<file path="config.mk">
export PLATFORM = sky130hd
export DESIGN_NAME = gpu_cmd_sequencer
export DESIGN_NICKNAME = d
export VERILOG_FILES = /design/src/rtl/gpu_cmd_sequencer.sv
export SDC_FILE = /design/constraint.sdc
export NUM_CORES = 1
export LEC_CHECK = 0
export CAP_MARGIN = 0
export CORE_AREA = 3 3 109 111
export CTS_BUF_LIST = sky130_fd_sc_hd__clkbuf_8
export DETAILED_ROUTE_END_ITERATION = 10
export DIE_AREA = 0 0 112 114
export GPL_TIMING_DRIVEN = 0
export HOLD_SLACK_MARGIN = 0.03
export PLACE_DENSITY = 0.83
export SETUP_SLACK_MARGIN = 0.15
export SLEW_MARGIN = 10
export SYNTH_ARGS = -nofsm -noshare
export SYNTH_HDL_FRONTEND = slang
export SYNTH_SLANG_ARGS = --single-unit
</file>
<file path="constraint.sdc">
create_clock -name clk -period 3.9 [get_ports clk]
set_clock_uncertainty 0.05 [all_clocks]
set_input_delay 0.39 -clock clk [delete_from_list [all_inputs] [get_ports clk]]
set_output_delay 0.39 -clock clk [all_outputs]
set_load 0.02 [all_outputs]
</file>
<file path="src/rtl/gpu_cmd_sequencer.sv">
// Wishbone write master that walks a command ROM after a start pulse and issues one
// single-beat register write per entry, with an optional idle delay after each write.
module gpu_cmd_sequencer #(
  parameter int NUM_CMDS = 16,
  parameter int ADDR_W   = 32,
  parameter int DATA_W   = 32,
  parameter int DLY_W    = 16,
  parameter int TIMEOUT  = 255,
  localparam int IDX_W   = (NUM_CMDS > 1) ? $clog2(NUM_CMDS) : 1
) (
  input  logic              clk,
  input  logic              reset,
  input  logic              start,
  output logic [IDX_W-1:0]  cmd_idx_o,
  input  logic [ADDR_W-1:0] cmd_addr_i,
  input  logic [DATA_W-1:0] cmd_data_i,
  input  logic [3:0]        cmd_sel_i,
  input  logic [DLY_W-1:0]  cmd_dly_i,
  input  logic              cmd_last_i,
  output logic              wb_cyc_o,
  output logic              wb_stb_o,
  output logic              wb_we_o,
  output logic [3:0]        wb_sel_o,
  output logic [ADDR_W-1:0] wb_adr_o,
  output logic [DATA_W-1:0] wb_dat_o,
  input  logic              wb_ack_i,
  output logic              busy_o,
  output logic              done_o,
  output logic              error_o
);

  localparam int TO_W = (TIMEOUT > 1) ? $clog2(TIMEOUT + 1) : 1;
  localparam logic [IDX_W-1:0] LAST_IDX = IDX_W'(NUM_CMDS - 1);
  localparam logic [TO_W-1:0]  TO_LAST  = TO_W'(TIMEOUT - 1);

  typedef enum logic [2:0] {
    S_IDLE, S_FETCH, S_LATCH, S_WRITE, S_DELAY, S_DONE, S_ERROR
  } state_t;

  state_t            state_reg;
  logic [IDX_W-1:0]  idx_reg;
  logic              start_reg;
  logic              bus_reg;
  logic [3:0]        sel_reg;
  logic [ADDR_W-1:0] adr_reg;
  logic [DATA_W-1:0] dat_reg;
  logic [DLY_W-1:0]  dly_cnt_reg;
  logic              last_reg;
  logic [TO_W-1:0]   to_cnt_reg;
  logic              busy_reg;
  logic              done_reg;
  logic              error_reg;
  logic              at_end;
  logic              can_start;

  assign at_end    = last_reg || (idx_reg == LAST_IDX);
  assign can_start = (state_reg == S_IDLE) || (state_reg == S_DONE) || (state_reg == S_ERROR);

  assign cmd_idx_o = idx_reg;
  assign wb_cyc_o  = bus_reg;
  assign wb_stb_o  = bus_reg;
  assign wb_we_o   = bus_reg;
  assign wb_sel_o  = sel_reg;
  assign wb_adr_o  = adr_reg;
  assign wb_dat_o  = dat_reg;
  assign busy_o    = busy_reg;
  assign done_o    = done_reg;
  assign error_o   = error_reg;

  always_ff @(posedge clk or posedge reset) begin
    if (reset) begin
      state_reg   <= S_IDLE;
      idx_reg     <= '0;
      start_reg   <= 1'b0;
      bus_reg     <= 1'b0;
      sel_reg     <= '0;
      adr_reg     <= '0;
      dat_reg     <= '0;
      dly_cnt_reg <= '0;
      last_reg    <= 1'b0;
      to_cnt_reg  <= '0;
      busy_reg    <= 1'b0;
      done_reg    <= 1'b0;
      error_reg   <= 1'b0;
    end else begin
      // Pulses arriving while a sequence runs are discarded, not queued.
      start_reg <= start && can_start;
      case (state_reg)
        S_IDLE, S_DONE, S_ERROR: begin
          if (start_reg) begin
            idx_reg   <= '0;
            busy_reg  <= 1'b1;
            done_reg  <= 1'b0;
            error_reg <= 1'b0;
            state_reg <= S_FETCH;
          end
        end
        S_FETCH: state_reg <= S_LATCH;
        S_LATCH: begin
          adr_reg     <= cmd_addr_i;
          dat_reg     <= cmd_data_i;
          sel_reg     <= cmd_sel_i;
          dly_cnt_reg <= cmd_dly_i;
          last_reg    <= cmd_last_i;
          to_cnt_reg  <= '0;
          bus_reg     <= 1'b1;
          state_reg   <= S_WRITE;
        end
        S_WRITE: begin
          if (wb_ack_i) begin
            bus_reg <= 1'b0;
            if (dly_cnt_reg != '0) begin
              state_reg <= S_DELAY;
            end else if (at_end) begin
              done_reg  <= 1'b1;
              busy_reg  <= 1'b0;
              state_reg <= S_DONE;
            end else begin
              idx_reg   <= idx_reg + 1'b1;
              state_reg <= S_FETCH;
            end
          end else if (to_cnt_reg == TO_LAST) begin
            bus_reg   <= 1'b0;
            error_reg <= 1'b1;
            busy_reg  <= 1'b0;
            state_reg <= S_ERROR;
          end else begin
            to_cnt_reg <= to_cnt_reg + 1'b1;
          end
        end
        S_DELAY: begin
          if (dly_cnt_reg == DLY_W'(1)) begin
            if (at_end) begin
              done_reg  <= 1'b1;
              busy_reg  <= 1'b0;
              state_reg <= S_DONE;
            end else begin
              idx_reg   <= idx_reg + 1'b1;
              state_reg <= S_FETCH;
            end
          end else begin
            dly_cnt_reg <= dly_cnt_reg - 1'b1;
          end
        end
        default: state_reg <= S_IDLE;
      endcase
    end
  end

endmodule

</file>
# Yosys cells after proc, flatten, opt, wreduce, memory -nomap -nowiden
# Index checks and enable logic that the tools add are counted.
[word_totals] ff_bits=105 input_bits=89 out_inout_bits=78 wordCells=89
[classes] n_addsub=3 n_eq_ne=19 mux=36 n_reduce_logical=18
[op_table] op="case mux 16 bit (2 select lines)" count=1
[op_table] op="2-to-1 mux 4 bit" count=5
[op_table] op="2-to-1 mux 3 bit" count=6
[op_table] op="equality test 16 x 1 -> 1 bit (second input constant)" count=1
[op_table] op="2-to-1 mux 16 bit" count=1
[op_table] op="2-to-1 mux 8 bit" count=2
[op_table] op="!= test 2 bit (second input constant)" count=8
[op_table] op="case mux 8 bit (2 select lines)" count=1
[op_table] op="nonzero test 16 bit" count=1
[op_table] op="subtractor 16 x 1 -> 16 bit (second input constant)" count=1
[op_table] op="case mux 3 bit (5 select lines)" count=1
[op_table] op="2-to-1 mux 1 bit" count=14
[op_table] op="case mux 4 bit (3 select lines)" count=1
[op_table] op="AND reduction 5 bit" count=2
[op_table] op="equality test 3 bit (second input constant)" count=3
[op_table] op="adder 8 x 1 -> 8 bit (second input constant)" count=1
[op_table] op="equality test 8 bit (second input constant)" count=1
[op_table] op="equality test 3 x 2 -> 1 bit (second input constant)" count=2
[op_table] op="!= test 3 bit (second input constant)" count=2
[op_table] op="case mux 1 bit (3 select lines)" count=2
[op_table] op="AND reduction 3 bit" count=2
[op_table] op="nonzero test 2 bit" count=3
[op_table] op="adder 4 x 1 -> 4 bit (second input constant)" count=1
[op_table] op="equality test 4 bit (second input constant)" count=1
[op_table] op="other kinds (9)" count=13

# Depth between registers and ports, before layout
# Gate-level depths: netlist of run 1.
[depth] word_depth=6 mapped_depth=8 ltp_nobuf=7

# Worst setup path before layout of run 1
# Ideal clock, no wire load.
[synth_path] kind="register -> register" from="register dly_cnt_reg[0]" to="register idx_reg[0], in the netlist cmd_idx_o[0]" setup_time_ps=125 arrival_ps=1820 required_ps=3725 path_slack_ps=1905 stages_incl_launch_ff=8 n_path_buf=0 period_less_slack_ps=1995 path_cell_list="dfrtp_1 -> inv_1 -> ha_1 -> nor3b_1 -> nand4_1 -> o21ai_2 -> nand3b_4 -> mux2_4"
[synth_between] elab_chain_cells=3 word_cells_on_any_way=5 cone_classes="eq/ne (3); reduce/logical (2)"
[synth_rtl] element="start: declaration" line="47" source="logic [DLY_W-1:0] dly_cnt_reg;"
[synth_rtl] element="start signal: assignment" line="103" source="dly_cnt_reg <= cmd_dly_i;"
[synth_rtl] element="start signal: assignment" line="142" source="dly_cnt_reg <= dly_cnt_reg - 1'b1;"
[synth_rtl] element="equality test 16 x 1 -> 1 bit / nonzero test 16 bit (equally long branches)" line="132, 112"
[synth_rtl] element="!= test 2 bit (no source line)"
[synth_rtl] element="AND reduction 5 bit (no source line) *"
[synth_rtl] element="end signal: assignment" line="119" source="idx_reg <= idx_reg + 1'b1;"
[synth_rtl] element="end signal: assignment" line="138" source="idx_reg <= idx_reg + 1'b1;"
[synth_rtl] element="end: declaration" line="41" source="logic [IDX_W-1:0] idx_reg;"
# Mark *: on every way between the ends. The rest lies on a longest branch, timed or not.
# A chain may end at the register's enable or synchronous reset.

# Worst setup path after layout of run 1
[layout_path] from="register dly_cnt_reg[1]" to="register idx_reg[3], in the netlist cmd_idx_o[3]"
# The elaborated chain is that of the path after synthesis.

==> results.py, run 1 <==
metrics = {
    "synthesis": {
        "synth_edf_count": 0,
        "synth_top_area_cell": "dfrtp_1",
        "yosysTopAreaCellShare": 0.537,
        "ys_warn_count": 0,
        "synth_nets": 651,
        "ys_seq_elements": 105,
        "ys_types": 59,
        "async_flop_share": 1.00,
        "synth.area.top_cells": "dfrtp_1 (54%), nand2_1 (17%), a21oi_1 (2.8%), o21ai_0 (2.5%), nor2_1 (2.3%)",
        "ys_seq_area_frac": 0.537,
        "yosys_most_used_dff": "dfrtp_1",
        "syn_area_um2": 4890,
        "syn_inst": 557,
        "avgSynthCellArea_um2": 8.79,
    },
    "setup_path": {
        "path_cells": "inv_1, ha_1, nor3b_1, nand4_1, o21ai_2, nand3b_4, a211o_1",
        "worstSetupPathType": "reg -> reg",
        "reg2reg_slack_ps": 1420,
        "cp_data_required_time_ps": 4110,
        "worstPathArrival_ps": 2680,
        "crit_path_end_kind": "register",
        "cp.depth": 7,
        "cpPeakStageDelay_ps": 590,
        "reg2reg_depth": 7,
        "worstReg2RegStart": "dly_cnt_reg[1]$_DFFE_PP0P_",
        "cp_slowest_cell": "nor3b_1",
        "path_delay_family": "simple AND/OR/NAND/NOR gates",
        "startpoint_type": "register",
        "crit_buf_inv": 1,
        "crit_fanout": 5,
        "crit_end": "cmd_idx_o[3]$_DFFE_PP0P_",
        "crit_path_start": "dly_cnt_reg[1]$_DFFE_PP0P_",
        "r2r_end": "cmd_idx_o[3]$_DFFE_PP0P_",
    },
    "sta": {
        "worst_pin_slew_ps": 679,
        "holdWs_ps": 402,
        "rsz0062_at_grt": "false",
        "drv_slew": 0,
        "fin_crit_sh": 0.635,
        "layout_setup_ws_ps": 1420,
        "fin_crit_ps": 2480,
        "fin_tns_setup_ps": 0,
        "max_freq_mhz": 404,
        "hold_viol": 0,
        "setup_viol_count_final": 0,
        "relSlewSlack": 0.546,
    },
    "place": {
        "hpwl_um": 10200,
        "dpl.cell_count": 864,
        "gp_congestion": 0.891,
        "preCtsSetupSlack_ps": 1490,
        "portBuffers": 166,
    },
    "detailed_routing": {
        "drt_drc_violations_left": 0,
        "drt-wirelength-per-cell_um": 15.5,
        "vias": 4568,
        "drt_iter0_markers": 291,
        "dr.pass1.iters": 5,
        "wl_um": 13600,
        "ant_nets": 0,
        "viasPerCell": 5.20,
    },
    "cts": {
        "cts_resized": 0,
        "postCtsSetupBuffers": 0,
        "root_buffer": "clkbuf_8",
        "tritoncts": "yes",
        "clockBufferDepth": 2,
        "cts_buffers": 9,
        "cts.clk_slew.worst_paths_ps": 100,
        "clock-sinks": 105,
        "htree_num_levels": 3,
        "clk_latency_ps": 370,
        "hold_buffers": 0,
    },
    "global_route": {
        "grt_max_degree": 57,
        "grt_pass1_wl_um": 22000,
        "grt_overflow": 0,
        "antenna_found_initial": 0,
        "grt_pass1_vias": 4550,
        "grt_use_total": 0.214,
    },
    "floorplanning": {
        "die-area_um2": 12800,
        "die_h_um": 114,
        "io_pins": 167,
        "core_area_um2": 10900,
        "die_width_um": 112,
        "start_util": 0.450,
        "rows": 38,
    },
    "pwr": {
        "vdd_drop_max_mv": 0.390,
        "leakage_nw": 3.18,
        "finalPower_mw": 5.64,
        "p_per_area_nw_per_um2": 813,
    },
    "finish": {
        "layout_common_cells": "nand2_1 (224), clkdlybuf4s50_1 (166), dfrtp_1 (105), nor2_1 (30), a21oi_1 (27)",
        "layout-drive-gt1-share": 0.0732,
        "final_nets": 829,
        "syn_to_final_growth_pct": 41.9,
        "diodes": 0,
        "final_common_cell": "nand2_1",
        "instances_no_fill": 878,
    },
    "status": {
        "status": "complete, no violations",
    },
    "run": {
        "drv_cap": 0,
    },
    "hold_path": {
        "hold_class": "in -> async",
    },
}
[metrics by stage]
| stage | area [um2] | util |
|---|---|---|
| floorplan | 4890 | - |
| global placement | 6730 | 0.618 |
| detailed placement | 6760 | 0.621 |
| CTS | 6940 | 0.638 |
| global route | 6940 | 0.638 |
| finish | 6940 | 0.638 |
[routing by layer]
metal	wire length [um]	up-vias	GRT usage	part of all wire
li1	-	2211	-	-
met1	5720	2142	0.275	0.42
met2	6590	190	0.353	0.48
met3	1020	25	0.0462	0.075
met4	307	0	0.0889	0.023
met5	0	-	0	0
[cells in the mapped netlist (all sizes together) (3+ instances only)]
cell type  instances
nor4               5
nand3             13
buf               16
xnor2              4
dfrtp            105
nand2            224
or3                3
a31oi              5
ha                 5
clkbuf            13
o31ai              3
o211ai             4
nor3b              3
nand4              7
a21oi             28
inv               10
nor3              11
o21ai             27
nor2              30
nand3b             3
[final cells by class]
type / count / area, um2
Timing Repair Buffer: 167 / 1690
Buffer: 29 / 140
Inverter: 10 / 40.0
Clock inverter: 4 / 45.0
Multi-Input combinational cell: 413 / 2090
Clock buffer: 10 / 138
Tap cell: 140 / 175
Fill cell: 919 / 3940
Sequential cell: 105 / 2630
[kinds of logic after synthesis]
| logic type | count (synthesis) | share of synthesized area |
|---|---|---|
| flops | 105 | 0.537 |
| compound gates | 85 | 0.115 |
| mux | 2 | 0.00511 |
| buf+inv | 39 | 0.0363 |
| simple gates | 315 | 0.283 |
| fa+ha+maj | 5 | 0.0128 |
| xor+xnor | 6 | 0.0107 |
[report_power, final]
part,total (mW),internal [mW],leakage [nW],switching (mW)
sequential,1.95,1.59,1.30,0.369
clock,0.659,0.304,0.0978,0.355
combinational,3.03,1.30,1.78,1.73
[worst reg2reg max path: stages (launching register included)]
cell      delay, ps
dfrtp_1         410
inv_1           130
ha_1            230
nor3b_1         590
nand4_1         250
o21ai_2         270
nand3b_4        130
a211o_1         310
[how the worst min path moves through the flow]
| stage | depth (start not counted) | slack, ps | start | to |
|---|---|---|---|---|
| after global routing | 2 | 460 | wb_dat_o[18]$_DFFE_PP0P_ | wb_dat_o[18]$_DFFE_PP0P_ |
| final | 2 | 400 | reset | wb_dat_o[14]$_DFFE_PP0P_ |
| after floorplan | 2 | 420 | last_reg$_DFFE_PP0P_ | last_reg$_DFFE_PP0P_ |
| after CTS | 2 | 440 | reset | wb_dat_o[14]$_DFFE_PP0P_ |
| after global placement | 2 | 410 | wb_adr_o[30]$_DFFE_PP0P_ | wb_adr_o[30]$_DFFE_PP0P_ |
| after detailed placement | 2 | 410 | wb_dat_o[18]$_DFFE_PP0P_ | wb_dat_o[18]$_DFFE_PP0P_ |
No activity file was read; power rests on OpenSTA's default activity.
==> run 2, diff against run 1 <==
Clock period 3.9 ns to 2.55 ns, I/O delays scaled along.
==> results.py, run 2 (same netlist as run 1, synthesis figures left out) <==
metrics = {
    "sta": {
        "setup_viol_count_final": 0,
        "max_freq_mhz": 440,
        "holdWs_ps": 172,
        "fin_crit_ps": 2270,
        "drv_slew": 0,
        "rsz0062_at_grt": "false",
        "worst_pin_slew_ps": 572,
        "fin_tns_setup_ps": 0,
        "fin_crit_sh": 0.891,
        "hold_viol": 0,
        "relSlewSlack": 0.619,
    },
    "cts": {
        "hold_buffers": 0,
        "clock-sinks": 105,
        "clk_latency_ps": 370,
        "htree_num_levels": 3,
        "postCtsSetupBuffers": 0,
        "cts.clk_slew.worst_paths_ps": 110,
        "root_buffer": "clkbuf_8",
        "clockBufferDepth": 2,
        "cts_buffers": 9,
        "tritoncts": "yes",
    },
    "finish": {
        "instances_no_fill": 882,
        "layout_common_cells": "nand2_1 (224), clkdlybuf4s50_1 (166), dfrtp_1 (105), nor2_1 (30), a21oi_1 (27)",
        "layout-drive-gt1-share": 0.0782,
        "ff_latch_area_um2": 2630,
        "nFillCells": 900,
        "syn_to_final_growth_pct": 42.9,
        "final_nets": 831,
        "multi_input_area_um2": 2090,
        "diodes": 0,
        "final_common_cell": "nand2_1",
        "utilization": 0.642,
    },
    "global_route": {
        "grt_pass1_vias": 4694,
        "grt_pass1_wl_um": 22700,
        "grt_max_degree": 33,
        "grt_use_total": 0.218,
        "antenna_found_initial": 0,
        "grt_overflow": 0,
    },
    "pwr": {
        "switching_share": 0.439,
        "pwr-share-clk": 0.119,
        "internal-power_mw": 4.88,
        "leakage_nw": 3.19,
        "p_per_area_nw_per_um2": 1240,
        "vdd_drop_max_mv": 0.650,
        "p_sw_mw": 3.81,
        "sequentialPowerShare": 0.344,
        "pwr-share-comb": 0.537,
    },
    "floorplanning": {
        "io_pins": 167,
        "die_width_um": 112,
        "die_h_um": 114,
        "start_util": 0.450,
        "core_area_um2": 10900,
        "rows": 38,
        "die-area_um2": 12800,
    },
    "hold_path": {
        "hold_class": "in -> async",
    },
    "setup_path": {
        "worstPathArrival_ps": 2460,
        "worstSetupPathType": "reg -> reg",
        "crit_path_end_kind": "register",
        "crit_fanout": 10,
        "startpoint_type": "register",
        "cp_data_required_time_ps": 2740,
    },
    "status": {
        "status": "complete, no violations",
    },
    "place": {
        "dpl.cell_count": 866,
        "portBuffers": 166,
        "gp_congestion": 0.907,
        "hpwl_um": 10500,
    },
    "detailed_routing": {
        "ant_nets": 0,
        "drt-wirelength-per-cell_um": 15.7,
        "drt_drc_violations_left": 0,
        "viasPerCell": 5.21,
        "wl_um": 13800,
        "vias": 4596,
        "drt_iter0_markers": 269,
        "dr.pass1.iters": 4,
    },
    "run": {
        "drv_cap": 0,
    },
}
==> run 2: area by class of cell <==
type,instances,area share
clock inverters,7,0.00984
multi-input cells,413,0.300
clock buffers,9,0.0177
well taps,140,0.0250
inverters,10,0.00590
repair buffers,169,0.246
plain buffers,29,0.0200
flip-flops and latches,105,0.376
==> run 2: routing by layer <==
layer	up-vias	wire, um	track usage	part of all wire
li1	2216	-	-	-
met1	2191	5740	0.271	0.42
met2	171	6860	0.374	0.50
met3	18	974	0.0531	0.071
met4	0	245	0.0745	0.018
met5	-	0	0	0
==> run 2: repair_timing <==
item / CTS / global route
endpoints found under the hold margin: 0 / 0
endpoints found under the setup margin: 2 / 0
resized for setup: 1 / 0
==> run 2: power groups by stage <==
stage	Sequential [mW]	Combinational (mW)	Clock, mW
after floorplan	3.61	2.03	0
after global placement	2.96	4.54	0
after detailed placement	3.01	4.68	0
after CTS	2.99	4.70	1.05
after global routing	3.09	5.10	1.13
final	2.99	4.67	1.03
==> run 2: metrics by stage <==
step | instance area (um2) | worst slack, ps | power, mW
after global routing | 6990 | 171 | 9.33
after detailed placement | 6800 | 134 | 7.69
after CTS | 6990 | 332 | 8.74
final | 6990 | 278 | 8.69
after global placement | 6740 | -29.0 | 7.50
after floorplan | 4900 | 555 | 5.64
==> run 2: worst paths after layout <==
path	start	to	slack [ps]	cells past startpoint
setup / recovery	dly_cnt_reg[1]$_DFFE_PP0P_	dly_cnt_reg[13]$_DFFE_PP0P_	280	7
hold / removal	reset	wb_dat_o[25]$_DFFE_PP0P_	170	2
setup reg to reg	dly_cnt_reg[1]$_DFFE_PP0P_	dly_cnt_reg[13]$_DFFE_PP0P_	280	7
hold reg to reg	wb_adr_o[16]$_DFFE_PP0P_	wb_adr_o[16]$_DFFE_PP0P_	430	2
max in group asynchronous	reset	cmd_idx_o[2]$_DFFE_PP0P_	1550	4
min in group clk	cmd_addr_i[10]	wb_adr_o[10]$_DFFE_PP0P_	350	3
==> run 2: critical path: stages, from the launching register on <==
cell	delay, ps
dfrtp_1	410
inv_1	100
ha_1	160
nor4b_1	400
nand4_2	230
a21oi_2	460
buf_6	210
o21ai_0	120
==> run 3, diff against run 2 <==
Settings changed: CORE_AREA 3 3 109 111 to 2 2 108 110, DIE_AREA 0 0 112 114 to 0 0 110 112.
Clock period 2.55 ns to 2.3 ns, I/O delays scaled along.
==> results.py, run 3 (same netlist as run 1, synthesis figures left out) <==
metrics = {
    "place": {
        "preCtsSetupSlack_ps": -58.1,
        "hpwl_um": 10200,
        "portBuffers": 166,
        "placed_area_um2": 6810,
        "gp_congestion": 0.912,
    },
    "floorplanning": {
        "core_area_um2": 11200,
        "io_pins": 167,
        "die_width_um": 110,
        "die-area_um2": 12300,
        "start_util": 0.438,
        "die_h_um": 112,
        "rows": 39,
    },
    "global_route": {
        "grt_pass1_vias": 4556,
        "grt-busiest-layer": "met2",
        "grt_pass1_wl_um": 21700,
        "grt_use_total": 0.222,
        "grt_max_degree": 33,
        "gr-usage-met1": 0.284,
        "antenna_found_initial": 0,
        "met2_usage": 0.381,
        "grt_overflow": 0,
        "gr-usage-met3": 0.0404,
    },
    "detailed_routing": {
        "dr.pass1.iters": 5,
        "wl_um": 13400,
        "drt-wirelength-per-cell_um": 15.1,
        "vias": 4612,
        "viasPerCell": 5.21,
        "drt_iter0_markers": 336,
        "drt_drc_violations_left": 0,
        "ant_nets": 0,
    },
    "status": {
        "status": "complete, no violations",
    },
    "sta": {
        "hold_viol": 0,
        "rsz0062_at_grt": "true",
        "setup_viol_count_final": 0,
        "max_freq_mhz": 475,
        "layout_setup_ws_ps": 195,
        "fin_tns_setup_ps": 0,
        "fin_crit_sh": 0.915,
        "holdWs_ps": 268,
        "fin_crit_ps": 2100,
        "relSlewSlack": 0.524,
        "drv_slew": 0,
        "worst_pin_slew_ps": 712,
    },
    "setup_path": {
        "worstSetupPathType": "reg -> reg",
        "reg2reg_depth": 5,
        "crit_fanout": 10,
        "reg2reg_slack_ps": 200,
        "r2r_end": "dly_cnt_reg[2]$_DFFE_PP0P_",
        "cp_data_required_time_ps": 2480,
        "crit_path_end_kind": "register",
        "worstPathArrival_ps": 2280,
        "crit_path_start": "dly_cnt_reg[7]$_DFFE_PP0P_",
        "worstReg2RegStart": "dly_cnt_reg[7]$_DFFE_PP0P_",
        "startpoint_type": "register",
    },
    "cts": {
        "clk_latency_ps": 370,
        "hold_buffers": 0,
        "cts.clk_slew.worst_paths_ps": 100,
        "htree_num_levels": 3,
        "cts_buffers": 9,
        "tritoncts": "yes",
        "root_buffer": "clkbuf_8",
        "clock-sinks": 105,
        "clockBufferDepth": 2,
    },
    "finish": {
        "layout-drive-gt1-share": 0.0861,
        "fin_area_um2": 7040,
        "layout_common_cells": "nand2_1 (224), clkdlybuf4s50_1 (166), dfrtp_1 (105), nor2_1 (29), a21oi_1 (27)",
        "final_common_cell": "nand2_1",
        "final_nets": 832,
        "syn_to_final_growth_pct": 43.9,
        "diodes": 0,
    },
    "pwr": {
        "vdd_drop_max_mv": 0.750,
        "finalPower_mw": 9.59,
        "leakage_nw": 3.20,
        "p_per_area_nw_per_um2": 1360,
    },
    "run": {
        "drv_cap": 0,
    },
    "hold_path": {
        "hold_class": "in -> async",
    },
}
==> run 3: how the worst max path moves through the flow <==
stage	endpoint
final	dly_cnt_reg[2]$_DFFE_PP0P_
after detailed placement	cmd_idx_o[0]$_DFFE_PP0P_
after floorplan	cmd_idx_o[0]$_DFFE_PP0P_
after global placement	dly_cnt_reg[8]$_DFFE_PP0P_
after global routing	dly_cnt_reg[2]$_DFFE_PP0P_
after CTS	cmd_idx_o[0]$_DFFE_PP0P_
==> run 3: layout make-up <==
class,count,area [um2]
fillers,949,4130
flip-flops and latches,105,2630
multi-input cells,413,2130
repair buffers,170,1740
well taps,143,179
plain buffers,29,141
clock buffers,10,138
clock inverters,6,43.8
inverters,10,41.3
==> run 3: through the flow <==
stage                     instances   util
after global routing            886  0.630
final                           886  0.630
after detailed placement        869  0.610
after global placement          866  0.603
after CTS                       885  0.627
after floorplan                 557      -
==> run 3: timing repair <==
action / 4_1_cts / 5_1_grt
buffers inserted: 0 / 1
pin swaps: 0 / 1
gates resized for setup: 3 / 5
setup endpoints to repair: 70 / 58
==> run 3: where the power goes <==
part | total [mW] | switching (mW) | internal, mW
combinational | 5.19 | 2.94 | 2.25
sequential | 3.33 | 0.646 | 2.69
clock | 1.07 | 0.638 | 0.428
total | 9.59 | 4.22 | 5.37
==> run 3: critical path, cell delays in order, from the launching register on <==
cell     delay (ps)
dfrtp_1         450
nor4_4          480
nand4_2         200
a21oi_2         480
buf_6           220
o21ai_0         110
==> run 3: per-layer routing <==
metal | vias up | share of wire
met1 | 2189 | 0.41
li1 | 2211 | -
met4 | 0 | 0.019
met5 | - | 0
met2 | 191 | 0.49
met3 | 21 | 0.075
